==> config.mk <==
export PLATFORM = sky130hd
export DESIGN_NAME = mult_div_sequencer_flat
export DESIGN_NICKNAME = d
export VERILOG_FILES = /design/src/rtl/mips_ctrl_pkg.sv /design/src/rtl/mult_div_sequencer_if.sv /design/src/rtl/md_booth_step.sv /design/src/rtl/mult_div_sequencer.sv /design/src/flat_wrapper.sv
export SDC_FILE = /design/constraint.sdc
export NUM_CORES = 1
export LEC_CHECK = 0
export BUFFER_PORTS_ARGS = -buffer_cell sky130_fd_sc_hd__buf_2
export CAP_MARGIN = 20
export CORE_MARGIN = 4
export CORE_UTILIZATION = 65
export DETAILED_ROUTE_END_ITERATION = 6
export GPL_TIMING_DRIVEN = 0
export HOLD_SLACK_MARGIN = 0.03
export PLACE_DENSITY = 0.85
export SLEW_MARGIN = 10
export SYNTH_ARGS = -nofsm -noshare
export SYNTH_HDL_FRONTEND = slang
export SYNTH_HIERARCHICAL = 1
export SYNTH_SLANG_ARGS = --single-unit
export TNS_END_PERCENT = 30
==> constraint.sdc <==
create_clock -name clk -period 7.7 [get_ports clk]
set_input_delay 0.77 -clock clk [delete_from_list [all_inputs] [get_ports clk]]
set_output_delay 0.77 -clock clk [all_outputs]
set_load 0.05 [all_outputs]
==> src/rtl/mips_ctrl_pkg.sv <==
// -----------------------------------------------------------------------------
// mips_ctrl_pkg
// Shared definitions for the multicycle control unit and the multiply/divide
// sequencer: sequencer state encoding, MULT/DIV funct codes, default width.
// -----------------------------------------------------------------------------
package mips_ctrl_pkg;

    localparam int MD_WIDTH = 32;

    localparam logic [5:0] FUNCT_MULT = 6'h18;
    localparam logic [5:0] FUNCT_DIV  = 6'h1a;

    typedef enum logic [2:0] {
        MD_IDLE    = 3'd0,
        MD_MUL_RUN = 3'd1,
        MD_DIV_RUN = 3'd2,
        MD_DIV_FIX = 3'd3,
        MD_FINISH  = 3'd4
    } md_state_e;

endpackage

==> src/rtl/mult_div_sequencer_if.sv <==
// -----------------------------------------------------------------------------
// mult_div_sequencer_if
// Request/response bundle between the control unit (master) and the
// multiply/divide sequencer (slave).
//   master -> slave : mult_start, div_start, abort, op_a, op_b
//   slave -> master : busy, done, hilo_we, div_zero, hi_out, lo_out
// -----------------------------------------------------------------------------
interface mult_div_sequencer_if #(
    parameter int WIDTH = 32
);
    logic             mult_start;
    logic             div_start;
    logic             abort;
    logic [WIDTH-1:0] op_a;
    logic [WIDTH-1:0] op_b;
    logic             busy;
    logic             done;
    logic             hilo_we;
    logic             div_zero;
    logic [WIDTH-1:0] hi_out;
    logic [WIDTH-1:0] lo_out;

    modport master (
        output mult_start, div_start, abort, op_a, op_b,
        input  busy, done, hilo_we, div_zero, hi_out, lo_out
    );

    modport slave (
        input  mult_start, div_start, abort, op_a, op_b,
        output busy, done, hilo_we, div_zero, hi_out, lo_out
    );
endinterface

==> src/rtl/md_booth_step.sv <==
// -----------------------------------------------------------------------------
// md_booth_step
// One combinational radix-2 Booth iteration.
//   acc_i   : {upper[WIDTH-1:0], multiplier/lower[WIDTH-1:0], booth_bit}
//   mcand_i : signed multiplicand
//   acc_o   : accumulator after add/sub and 1-bit arithmetic right shift
// -----------------------------------------------------------------------------
module md_booth_step #(
    parameter int WIDTH = 32
) (
    input  logic [2*WIDTH:0] acc_i,
    input  logic [WIDTH-1:0] mcand_i,
    output logic [2*WIDTH:0] acc_o
);

    logic [WIDTH:0] upper_x;
    logic [WIDTH:0] mcand_x;
    logic [WIDTH:0] sum;

    // The add/sub is done one bit wider than the upper half so that
    // -2^(W-1) multiplicands cannot overflow; the extra bit becomes the
    // sign shifted back in.
    always_comb begin
        upper_x = {acc_i[2*WIDTH], acc_i[2*WIDTH:WIDTH+1]};
        mcand_x = {mcand_i[WIDTH-1], mcand_i};
        case (acc_i[1:0])
            2'b01:   sum = upper_x + mcand_x;
            2'b10:   sum = upper_x - mcand_x;
            default: sum = upper_x;
        endcase
        acc_o = {sum, acc_i[WIDTH:1]};
    end

endmodule

==> src/rtl/mult_div_sequencer.sv <==
// -----------------------------------------------------------------------------
// mult_div_sequencer
// Iterative signed MULT (radix-2 Booth) / DIV (restoring on magnitudes)
// engine producing the HI/LO pair for the multicycle control unit.
//   clk   : system clock, rising edge
//   reset : asynchronous, active-low
//   bus   : slave side of mult_div_sequencer_if (starts, abort, operands in;
//           busy, done, hilo_we, div_zero, hi_out, lo_out back)
// Latency start-edge to done: MULT WIDTH+1, DIV WIDTH+2, divide-by-zero 1.
// -----------------------------------------------------------------------------
module mult_div_sequencer
    import mips_ctrl_pkg::*;
#(
    parameter int WIDTH = MD_WIDTH,
    parameter int CNT_W = 6
) (
    input  logic                 clk,
    input  logic                 reset,
    mult_div_sequencer_if.slave  bus
);

    md_state_e        state_q, state_d;
    logic [CNT_W-1:0] cnt_q, cnt_d;
    logic [2*WIDTH:0] acc_q, acc_d;
    logic [WIDTH-1:0] mcand_q, mcand_d;
    logic [WIDTH-1:0] rem_q, rem_d;
    logic [WIDTH-1:0] quo_q, quo_d;
    logic [WIDTH-1:0] dvs_q, dvs_d;
    logic             negq_q, negq_d;
    logic             negr_q, negr_d;
    logic             dz_q, dz_d;
    logic [WIDTH-1:0] hi_q, hi_d;
    logic [WIDTH-1:0] lo_q, lo_d;

    logic [2*WIDTH:0] acc_step;
    logic [WIDTH:0]   div_shift;
    logic [WIDTH:0]   div_diff;
    logic             div_ge;
    logic [WIDTH-1:0] a_mag, b_mag;
    logic             cnt_last;

    md_booth_step #(.WIDTH(WIDTH)) u_booth (
        .acc_i   (acc_q),
        .mcand_i (mcand_q),
        .acc_o   (acc_step)
    );

    // ---------------- state register ----------------
    always_ff @(posedge clk or negedge reset) begin
        if (!reset) begin
            state_q <= MD_IDLE;
            cnt_q   <= '0;
            acc_q   <= '0;
            mcand_q <= '0;
            rem_q   <= '0;
            quo_q   <= '0;
            dvs_q   <= '0;
            negq_q  <= 1'b0;
            negr_q  <= 1'b0;
            dz_q    <= 1'b0;
            hi_q    <= '0;
            lo_q    <= '0;
        end else begin
            state_q <= state_d;
            cnt_q   <= cnt_d;
            acc_q   <= acc_d;
            mcand_q <= mcand_d;
            rem_q   <= rem_d;
            quo_q   <= quo_d;
            dvs_q   <= dvs_d;
            negq_q  <= negq_d;
            negr_q  <= negr_d;
            dz_q    <= dz_d;
            hi_q    <= hi_d;
            lo_q    <= lo_d;
        end
    end

    // ---------------- next state / datapath ----------------
    always_comb begin
        state_d = state_q;
        cnt_d   = cnt_q;
        acc_d   = acc_q;
        mcand_d = mcand_q;
        rem_d   = rem_q;
        quo_d   = quo_q;
        dvs_d   = dvs_q;
        negq_d  = negq_q;
        negr_d  = negr_q;
        dz_d    = dz_q;
        hi_d    = hi_q;
        lo_d    = lo_q;

        a_mag    = bus.op_a[WIDTH-1] ? -bus.op_a : bus.op_a;
        b_mag    = bus.op_b[WIDTH-1] ? -bus.op_b : bus.op_b;
        cnt_last = (cnt_q == CNT_W'(WIDTH-1));

        // Restoring step: shift in next dividend bit, subtract if it fits.
        // rem < divisor <= 2^(W-1), so the shifted value fits in W+1 bits.
        div_shift = {rem_q, quo_q[WIDTH-1]};
        div_diff  = div_shift - {1'b0, dvs_q};
        div_ge    = (div_shift >= {1'b0, dvs_q});

        case (state_q)
            MD_IDLE: begin
                if (bus.mult_start) begin
                    state_d = MD_MUL_RUN;
                    cnt_d   = '0;
                    acc_d   = {{WIDTH{1'b0}}, bus.op_b, 1'b0};
                    mcand_d = bus.op_a;
                    dz_d    = 1'b0;
                end else if (bus.div_start) begin
                    if (bus.op_b == '0) begin
                        state_d = MD_FINISH;
                        dz_d    = 1'b1;
                    end else begin
                        state_d = MD_DIV_RUN;
                        cnt_d   = '0;
                        rem_d   = '0;
                        quo_d   = a_mag;
                        dvs_d   = b_mag;
                        negq_d  = bus.op_a[WIDTH-1] ^ bus.op_b[WIDTH-1];
                        negr_d  = bus.op_a[WIDTH-1];
                        dz_d    = 1'b0;
                    end
                end
            end
            MD_MUL_RUN: begin
                acc_d = acc_step;
                cnt_d = cnt_q + CNT_W'(1);
                if (cnt_last) begin
                    state_d = MD_FINISH;
                    hi_d    = acc_step[2*WIDTH:WIDTH+1];
                    lo_d    = acc_step[WIDTH:1];
                end
            end
            MD_DIV_RUN: begin
                rem_d = div_ge ? div_diff[WIDTH-1:0] : div_shift[WIDTH-1:0];
                quo_d = {quo_q[WIDTH-2:0], div_ge};
                cnt_d = cnt_q + CNT_W'(1);
                if (cnt_last) state_d = MD_DIV_FIX;
            end
            MD_DIV_FIX: begin
                // Negating 2^(W-1) wraps to itself, giving MIN/-1 = MIN.
                lo_d    = negq_q ? -quo_q : quo_q;
                hi_d    = negr_q ? -rem_q : rem_q;
                state_d = MD_FINISH;
            end
            MD_FINISH: state_d = MD_IDLE;
            default:   state_d = MD_IDLE;
        endcase

        // Abort overrides everything, including a start or a pending write.
        if (bus.abort) begin
            state_d = MD_IDLE;
            hi_d    = hi_q;
            lo_d    = lo_q;
        end
    end

    // ---------------- outputs ----------------
    always_comb begin
        bus.busy     = (state_q == MD_MUL_RUN) || (state_q == MD_DIV_RUN) ||
                       (state_q == MD_DIV_FIX);
        bus.done     = (state_q == MD_FINISH) && !bus.abort;
        bus.hilo_we  = bus.done && !dz_q;
        bus.div_zero = bus.done && dz_q;
        bus.hi_out   = hi_q;
        bus.lo_out   = lo_q;
    end

endmodule

==> src/flat_wrapper.sv <==
// flat-port wrapper written by rule: the top's interface ports become plain ports
module mult_div_sequencer_flat import mips_ctrl_pkg::*;
#(
    parameter int WIDTH = MD_WIDTH,
    parameter int CNT_W = 6
)
  (clk, reset, bus_mult_start, bus_div_start, bus_abort, bus_op_a, bus_op_b, bus_busy, bus_done, bus_hilo_we, bus_div_zero, bus_hi_out, bus_lo_out);
  mult_div_sequencer_if #(.WIDTH(WIDTH)) bus_i ();
  input  logic clk;
  input  logic reset;
  input wire logic [$bits(bus_i.mult_start)-1:0] bus_mult_start;
  input wire logic [$bits(bus_i.div_start)-1:0] bus_div_start;
  input wire logic [$bits(bus_i.abort)-1:0] bus_abort;
  input wire logic [$bits(bus_i.op_a)-1:0] bus_op_a;
  input wire logic [$bits(bus_i.op_b)-1:0] bus_op_b;
  output wire logic [$bits(bus_i.busy)-1:0] bus_busy;
  output wire logic [$bits(bus_i.done)-1:0] bus_done;
  output wire logic [$bits(bus_i.hilo_we)-1:0] bus_hilo_we;
  output wire logic [$bits(bus_i.div_zero)-1:0] bus_div_zero;
  output wire logic [$bits(bus_i.hi_out)-1:0] bus_hi_out;
  output wire logic [$bits(bus_i.lo_out)-1:0] bus_lo_out;
  assign bus_i.mult_start = bus_mult_start;
  assign bus_i.div_start = bus_div_start;
  assign bus_i.abort = bus_abort;
  assign bus_i.op_a = bus_op_a;
  assign bus_i.op_b = bus_op_b;
  assign bus_busy = bus_i.busy;
  assign bus_done = bus_i.done;
  assign bus_hilo_we = bus_i.hilo_we;
  assign bus_div_zero = bus_i.div_zero;
  assign bus_hi_out = bus_i.hi_out;
  assign bus_lo_out = bus_i.lo_out;
  mult_div_sequencer #(.WIDTH(WIDTH), .CNT_W(CNT_W)) u_core (.clk(clk), .reset(reset), .bus(bus_i));
endmodule
* Yosys cells after proc, flatten, opt, wreduce, memory -nomap -nowiden
Index checks and enable logic that the tools add are counted.
Word-level totals: flip-flop bits (word level) 269, bits of input ports 69, output and inout bits 68, word-level logic and storage cells 99
Operators by class: add/sub/neg operators 8, $lt $le $gt $ge 1, equality and inequality tests 17, multiplexer cells 34, bitwise operators 4, reduce and logical (&&, ||, !) cells 23
Operators with widths (number):
- two-way mux 32 bit | 13
- one-hot mux 32 bit (2 select lines) | 4
- one-hot mux 65 bit (2 select lines) | 1
- negation 32 bit | 4
- one-hot mux 33 bit (2 select lines) | 1
- two-way mux 65 bit | 1
- adder 32 x 32 -> 33 bit | 1
- greater-or-equal comparator 33 x 32 -> 1 bit | 1
- subtractor 32 x 32 -> 33 bit | 1
- zero test 32 bit | 1
- subtractor 32 bit | 1
- two-way mux 3 bit | 6
- two-way mux 6 bit | 3
- one-hot mux 3 bit (4 select lines) | 1
- one-hot mux 6 bit (2 select lines) | 1
- nonzero test 2 bit | 5
- AND reduction 3 bit | 3
- inequality test 2 bit, second input constant | 4
- AND reduction 4 bit | 2
- adder 6 x 1 -> 6 bit, second input constant | 1
- == test 3 x 2 -> 1 bit, second input constant | 2
- == test 6 x 5 -> 1 bit, second input constant | 1
- inequality test 3 x 2 -> 1 bit, second input constant | 2
- inequality test 3 bit, second input constant | 2
- other kinds (15) | 25

* Logic depth before layout (Yosys ltp)
Gate-level depths: netlist (run 1).
depth in word-level cells 6, mapped depth 18, mapped depth without buffers 18

* Hierarchy
Netlist (run 1), hierarchy kept.
Modules (own cells, without submodules):
- mult_div_sequencer | instances 1, cells an instance 1813, area each 15665.0 um^2, sequential area each 6731.5 um^2
- md_booth_step | instances 1, cells an instance 505, area each 3266.9 um^2, sequential area each 0.0 um^2

* Least setup slack after synthesis (run 1)
OpenSTA, ideal clock, no wires.
kind input -> output, start point input bus_abort, end point output bus_hilo_we, data arrival time 3366 ps, data required time 6930 ps, path slack 3564 ps, cell stages on the path 2, buffers on the path 0, cells stage by stage nor4b_1 -> nor2b_1
On the way: cells in the longest elaborated chain, start to end 3
RTL lines:
- start, declared | RTL line flat_wrapper.sv:13 | input wire logic [$bits(bus_i.abort)-1:0] bus_abort;
- zero test 1 bit | RTL line mult_div_sequencer.sv:165 | bus.done = (state_q == MD_FINISH) && !bus.abort;
- logical AND 1 bit | RTL line mult_div_sequencer.sv:165
- logical AND 1 bit | RTL line mult_div_sequencer.sv:166 | bus.hilo_we = bus.done && !dz_q;
- end, declared | RTL line flat_wrapper.sv:18 | output wire logic [$bits(bus_i.hilo_we)-1:0] bus_hilo_we;
Every way passes these cells.

* Worst setup path in the final report (run 1)
start point register u_core.mcand_q[9], end point register u_core.hi_q[23], in the netlist u_core/bus.hi_out[23]
On the way: cells in the longest elaborated chain, start to end 4, elaborated cells on any way between the ends 5, those cells by class add/sub: 2; mux: 3
RTL lines:
- start, declared | RTL line mult_div_sequencer.sv:25 | logic [WIDTH-1:0] mcand_q, mcand_d;
- start signal, assigned | RTL line mult_div_sequencer.sv:67 | mcand_q <= mcand_d;
- subtractor 32 x 32 -> 33 bit / adder 32 x 32 -> 33 bit (equally long branches) | RTL line md_booth_step.sv:28, md_booth_step.sv:27
- one-hot mux 33 bit (2 select lines) (*) | RTL line md_booth_step.sv:26 | case (acc_i[1:0])
- net u_core.acc_step[56] | RTL line mult_div_sequencer.sv:35 | logic [2*WIDTH:0] acc_step;
- two-way mux 32 bit (*) | RTL line mult_div_sequencer.sv:131 | if (cnt_last) begin
- one-hot mux 32 bit (2 select lines) (*) | RTL line mult_div_sequencer.sv:104 | case (state_q)
- end signal, assigned | RTL line mult_div_sequencer.sv:74 | hi_q <= hi_d;
- end, declared | RTL line mult_div_sequencer.sv:32 | logic [WIDTH-1:0] hi_q, hi_d;
Mark *: on every way through the listed nets, which the timed path passes. The rest lies on a longest branch. The select of a mux whose other input is x is not followed. A chain may end at the register's enable or synchronous reset.

==> metrics, run 1 <==
routed length per instance=between 20 and 25 um; fill count=2266; Post-Synthesis Cells=2318; vias per cell=roughly 6.5; top cells by area, synth=dfrtp_1, nand2_1, o21ai_0, xnor2_1, ha_1; relative slew slack=42.7%; Die Ht=179 um; CTS tree=built; PwrDens=around 470 mW/mm2; FF+latch count, synth=269; Final Setup Violations=0; number of flops mapped to enable cells by yosys=0; Crit path required time=8.17 ns; status=finished clean; Final #Nets=2628; kind of critical path=flop to flop; Synth Net Count=2460; Worst Setup End Kind=flop; f_max=199 MHz; sequential share of the synthesized area=around 36%; count of cell types in the netlist=75; top cell type's share of synthesized area=35.6%; clock root buffer=clkbuf_16; hold crit path type=input pin to asynchronous set/reset pin; post-CTS resize count=0; Detailed Route WL=62700 um; port buffer count=134; Main synth FF type=dfrtp_1; crit path DAT=5.51 ns; DR pass1 iterations=6; DRC Markers=0; CP top delay family=compound AO/OA/AOI/OAI gates; Mapped Area=0.0189 mm2; via count=18700; Lkg Pwr=9.43 nW; die area=approximately 0.032 mm2; H-tree levels=1; critical path startpoint category=flop; top-count cell post-synth=nand2_1; RSZ-0062 raised after global routing=no; first-pass GRT wire length=96400 um; initial DRC count=2199; Post-DRT Antenna Nets=0; Die Width=179 um; total power=10.0 mW; syn_area_per_cell=8.17 um2; CTS sink cnt=269; largest area contributor in the netlist=dfrtp_1; gpl congestion=between 0.9 and 1; Min Clock Period, post-route=5.03 ns; slowest stage delay, CP=a little under 0.6 ns; setup total negative slack=0 ns; Post-synth ARST share=100%; largest net degree at the start of global routing=115; final cycle utilization of the critical path=65.3%; number of global-route vias before repair=approximately 18000; Critical-path top delay cell=nor3_1; utilization after layout=73.7%; Reg clk slew, reported paths=0.06 ns; Worst-Skew Late Latency=0.58 ns; max cap viols=0; TritonCTS buffer count=30; Synth top cells by count=nand2_1, o21ai_0, dfrtp_1; area grow syn2layout=11.8%; Clock Skews=0.0232 ns; Tot GR Track Use=~38%; Diodes inserted=0; crit path max fanout=7; number of placed I/O pins=roughly 140; initial antenna violation count=0; GRT overflow=0; Slew Viols, Final=0; Core ar.=0.0287 mm2; Worst Reg-to-Reg Cells=15; critical-path cell list=or3_4, or3_2, nor3_1, a21oi_1, xnor2_1, ha_1, a21oi_1, o21ai_0, a211o_1, and2_1, o31a_1, o21a_1, o31ai_1, mux2i_1, o21ai_0; CTS max path bufs=3; worst slew pin tran=0.859 ns; starting density of the core=66.0%; post-DP HPWL=49000 um; VDD IR max=0.364 mV; YS warnings=6; hold-fix buffers at CTS=0; Post-CTS Setup Inserts=0; area of the multi-input gates=0.0112 mm2; fraction of layout cells with a size suffix above 1=11.3%; Worst Path Buf+Inv=0; final hold vios=0; CP Depth=15; FF+latch area=0.00673 mm2; floorplan row count=slightly above 60
==> cell families (layout without fill, tap and decap cells) <==
kind of cell             after synthesis  after routing  synth area share [%]
buffers and inverters                229            417                  5.24
AND/OR/NAND/NOR                      799            799                  19.3
AO/OA/AOI/OAI                        680            680                  21.8
multiplexers                          80             80                  4.44
adder cells (fa/ha/maj)               73             73                  4.90
flip-flops                           269            269                  35.6
XOR/XNOR                             188            188                  8.70
==> path summary, 6_finish.rpt <==
path,from,end,slack [ns]
min in group clk,bus_abort,u_core/state_q[0],0.41
setup reg to reg,u_core/mcand_q[9],u_core/bus.hi_out[23],2.67
max in group asynchronous,reset,u_core/acc_q[48],6.56
hold reg to reg,u_core/bus.hi_out[0],u_core/bus.hi_out[0],0.48
setup / recovery,u_core/mcand_q[9],u_core/bus.hi_out[23],2.67
hold / removal,reset,u_core/mcand_q[20],0.15
==> cell usage in the layout, fill, tap and decap left out, drive strengths merged, types with 15 or more instances in the layout <==
cell type	count
xnor2	104
nor3	36
inv	74
o41ai	19
a31oi	23
nand2b	19
nand3	41
a21oi	150
nor2b	22
or4	15
buf	185
and2	15
mux2i	48
a21o	29
or3	20
o21ai	285
o221ai	19
ha	71
dfrtp	269
mux2	32
nor2	169
nand2	387
nor4	27
a22o	15
o31ai	38
clkbuf	151
xor2	84
==> final cells by class <==
type,instances,area share (%)
Multi-Input combinational cell,1820,53.0
Sequential cell,269,31.8
Clock buffer,47,4.32
Timing Repair Buffer,136,3.48
Buffer,153,3.34
Tap cell,384,2.27
Inverter,76,1.35
Clock inverter,5,0.491
==> state kept, by name, summed over array words and instances (netlist names) <==
signal and count:
u_core/negr_q 1, u_core/acc_q 65, u_core/mcand_q 32, u_core/dz_q 1
u_core/quo_q 32, u_core/cnt_q 6, u_core/state_q 3, u_core/dvs_q 32
u_core/bus.lo_out 32, u_core/negq_q 1, u_core/rem_q 32, u_core/bus.hi_out 32
==> per-stage QoR <==
stage / worst slack [ns] / hold slack, ns / cell area [um2] / std cells
floorplan: 3.56 / 0.450 / 18900 / 2318
global placement: 1.12 / 0.464 / 20100 / 2836
detailed placement: 2.74 / 0.466 / 20100 / 2838
CTS: 2.67 / 0.168 / 21200 / 2890
global route: 2.48 / 0.180 / 21200 / 2890
finish: 2.67 / 0.147 / 21200 / 2890
==> layer usage <==
layer / share of wire, % / track usage [%] / vias to the layer above
li1: - / - / 8531
met1: 40 / 51.4 / 9004
met2: 45 / 61.6 / 1022
met3: 8.7 / 4.93 / 184
met4: 6.0 / 19.8 / 0
met5: 0 / 0 / -
==> power breakdown <==
| part | internal, mW | leakage, nW | switching [mW] | total (mW) |
|---|---|---|---|---|
| clock network | 0.878 | 0.498 | 0.589 | 1.47 |
| logic | 2.09 | 5.57 | 3.94 | 6.03 |
| registers | 1.94 | 3.37 | 0.579 | 2.52 |
==> worst reg2reg max path, stage by stage, from the launching register on <==
cell and delay (ns):
dfrtp_1 0.43, or3_4 0.41, or3_2 0.44, nor3_1 0.59, a21oi_1 0.18, xnor2_1 0.32
ha_1 0.38, a21oi_1 0.21, o21ai_0 0.14, a211o_1 0.33, and2_1 0.16, o31a_1 0.30
o21a_1 0.18, o31ai_1 0.49, mux2i_1 0.17, o21ai_0 0.18
No activity file was read; power rests on OpenSTA's default activity.
==> inputs of run 2 (changes only) <==
- CORE_UTILIZATION: 65 -> 62
- PLACE_DENSITY: 0.85 -> 0.82
- clock period: 7.7 -> 4.91 ns (I/O delays scaled with it)
==> run 2 against run 1 <==
Effect of this change:
- total power rose by 58%
- sequential power increased by 57%
- flip-flop and latch count unchanged
- via count is 0.10% higher
- core utilization decreased by 2.6 points
- first-iteration DRC count fell by 4.6%
- global-route usage fell by 1.1 points
- die area is 4.6% higher
- worst hold slack improved by 0.027 ns
- combinational power up 58%
- register-to-register slack lost 2.6 ns
- cell count rose by 0.38%
==> metrics, run 2 (synthesis gave the netlist of run 1 again) <==
status=finished clean (unchanged); fraction of layout cells with a size suffix above 1=11.7% (was 11.3%); Placed Cells=2844 (was 2838); floorplan row count=63 (was 62); first-pass GRT wire length=99400 um (was 96400 um); Tot GR Track Use=37.3% (was 38.4%); max cap viols=0 (unchanged); initial antenna violation count=0 (unchanged); via count=18800 (was 18700); crit path max fanout=5 (was 7); FF+latch area=0.00673 mm2 (unchanged); VDD IR max=0.630 mV (was 0.364 mV); Worst Reg-to-Reg Cells=15 (unchanged); Critical-path top delay cell=nor4_2 (was nor3_1); number of global-route vias before repair=17900 (was 17700); kind of critical path=flop to flop (unchanged); Reg clk slew, reported paths=0.06 ns (about the same); starting density of the core=63.4% (was 66.0%); DRC Markers=0 (unchanged); Diodes inserted=0 (unchanged); post-DP HPWL=50200 um (was 49000 um); routed length per instance=22.2 um (was 21.7 um); final hold vios=0 (unchanged); Worst Setup End Kind=flop (unchanged); Post-CTS Setup Inserts=0 (unchanged); clock root buffer=clkbuf_16 (unchanged); FF-to-FF Start=u_core/mcand_q[0] (was u_core/mcand_q[9]); Lkg Pwr=9.47 nW (was 9.43 nW); die area=0.0334 mm2 (was 0.0319 mm2); non-filler cells, final=2901 (was 2890); Post-DP Area=0.0202 mm2 (was 0.0201 mm2); R2R Path End=u_core/bus.hi_out[29] (was u_core/bus.hi_out[23]); Clock Skews=0.0107 ns (was 0.0232 ns); worst slew pin tran=0.946 ns (was 0.859 ns); Hold WS=0.174 ns (was 0.147 ns); Die Ht=183 um (was 179 um); area grow syn2layout=12.2% (was 11.8%); Crit path required time=5.38 ns (was 8.17 ns); Min Clock Period, post-route=4.88 ns (was 5.03 ns); utilization after layout=71.1% (was 73.7%); CTS sink cnt=269 (unchanged); final cycle utilization of the critical path=99.5% (was 65.3%); largest net degree at the start of global routing=101 (was 115); TritonCTS buffer count=30 (unchanged); relative slew slack=36.9% (was 42.7%); max reg flops=65 (unchanged); flop-to-flop setup slack=0.03 ns (was 2.67 ns); Detailed Route WL=64500 um (was 62700 um); initial DRC count=2098 (was 2199); port buffer count=134 (unchanged); Worst Path Buf+Inv=0 (unchanged); Die Width=183 um (was 179 um); DR pass1 iterations=6 (unchanged); Min-Delay Endpoint=u_core/state_q[1]; GRT overflow=0 (unchanged); hold crit path type=input pin to flop (was input pin to asynchronous set/reset pin); number of placed I/O pins=137 (unchanged); Slew Viols, Final=0 (unchanged); setup total negative slack=0 ns (unchanged); critical-path cell list=nor4_1, nand2_1, nor2_1, nor2_1, xnor2_1, ha_1, nand2_1, a211oi_1, a211oi_1, nor4_2, o2111ai_1, and2_1, o311ai_1, nand2_1, o221ai_1 (was or3_4, or3_2, nor3_1, a21oi_1, xnor2_1, ha_1, a21oi_1, o21ai_0, a211o_1, and2_1, o31a_1, o21a_1, o31ai_1, mux2i_1, o21ai_0); Final #Nets=2629 (was 2628); f_max=205 MHz (was 199 MHz); commonest cells after routing, fill and taps aside=nand2_1, o21ai_0, dfrtp_1, nor2_1, a21oi_1 (unchanged); final setup margin=0.0261 ns (was 2.67 ns); slowest stage delay, CP=0.58 ns (was 0.59 ns); vias per cell=6.47 (was 6.48); crit path DAT=5.35 ns (was 5.51 ns); H-tree levels=1 (unchanged); CTS tree=built (unchanged); commonest non-fill, non-tap cell in the layout=nand2_1 (unchanged); critical path startpoint category=flop (unchanged); total power=15.8 mW (was 10.0 mW); area of the multi-input gates=0.0112 mm2 (about the same); PwrDens=746 mW/mm2 (was 473 mW/mm2); Final Setup Violations=0 (unchanged); gpl congestion=1.05 (was 1.00); fill count=2435 (was 2266); Core ar.=0.0299 mm2 (was 0.0287 mm2); CP top delay family=simple AND/OR/NAND/NOR gates (was compound AO/OA/AOI/OAI gates); DP Worst Slack=-0.0164 ns (was 2.74 ns); hold depth=2; most frequent CP cell=nand2_1; Worst Hold Launch=bus_abort; Post-DRT Antenna Nets=0 (unchanged); largest reg by FF count=u_core/acc_q (unchanged); Final Cell Area=0.0212 mm2 (about the same); CTS max path bufs=3 (unchanged); RSZ-0062 raised after global routing=yes (was no); Worst-Skew Late Latency=0.56 ns (was 0.58 ns)
-- run 2: report_power, final --
group | switching, mW | leakage [nW] | internal (mW)
sequential | 0.913 | 3.37 | 3.04
combinational | 6.24 | 5.58 | 3.29
clock | 0.930 | 0.520 | 1.43
total | 8.09 | 9.47 | 7.76
-- run 2: worst max-delay path by stage --
| stage | start | endpoint | slack, ns | depth (start not counted) |
|---|---|---|---|---|
| global route | u_core/mcand_q[9] | u_core/bus.hi_out[31] | -0.07 | 16 |
| floorplan | u_core/mcand_q[9] | u_core/bus.hi_out[28] | 1.0 | 16 |
| detailed placement | u_core/mcand_q[9] | u_core/bus.hi_out[31] | -0.02 | 15 |
| finish | u_core/mcand_q[0] | u_core/bus.hi_out[29] | 0.03 | 15 |
| global placement | reset | u_core/cnt_q[1] | -1.51 | 1 |
| CTS | u_core/mcand_q[9] | u_core/bus.hi_out[31] | 0.06 | 15 |
-- run 2: cell type report --
type / instances / area share [%]
plain buffers: 153 / 3.33
clock buffers: 44 / 4.26
clock inverters: 12 / 0.683
inverters: 76 / 1.34
multi-input cells: 1820 / 52.9
flip-flops and latches: 269 / 31.7
well taps: 390 / 2.30
repair buffers: 137 / 3.51
-- run 2: timing repair --
action                                  CTS  global route
endpoints found under the setup margin    2            13
hold buffers                              1             0
endpoints found under the hold margin    92             0
gates resized for setup                   1             8
-- run 2: per-layer routing --
metal | track usage [%] | part of all wire (%)
met4 | 20.3 | 6.8
met1 | 50.5 | 41
met2 | 58.1 | 44
met3 | 5.59 | 8.6
met5 | 0 | 0
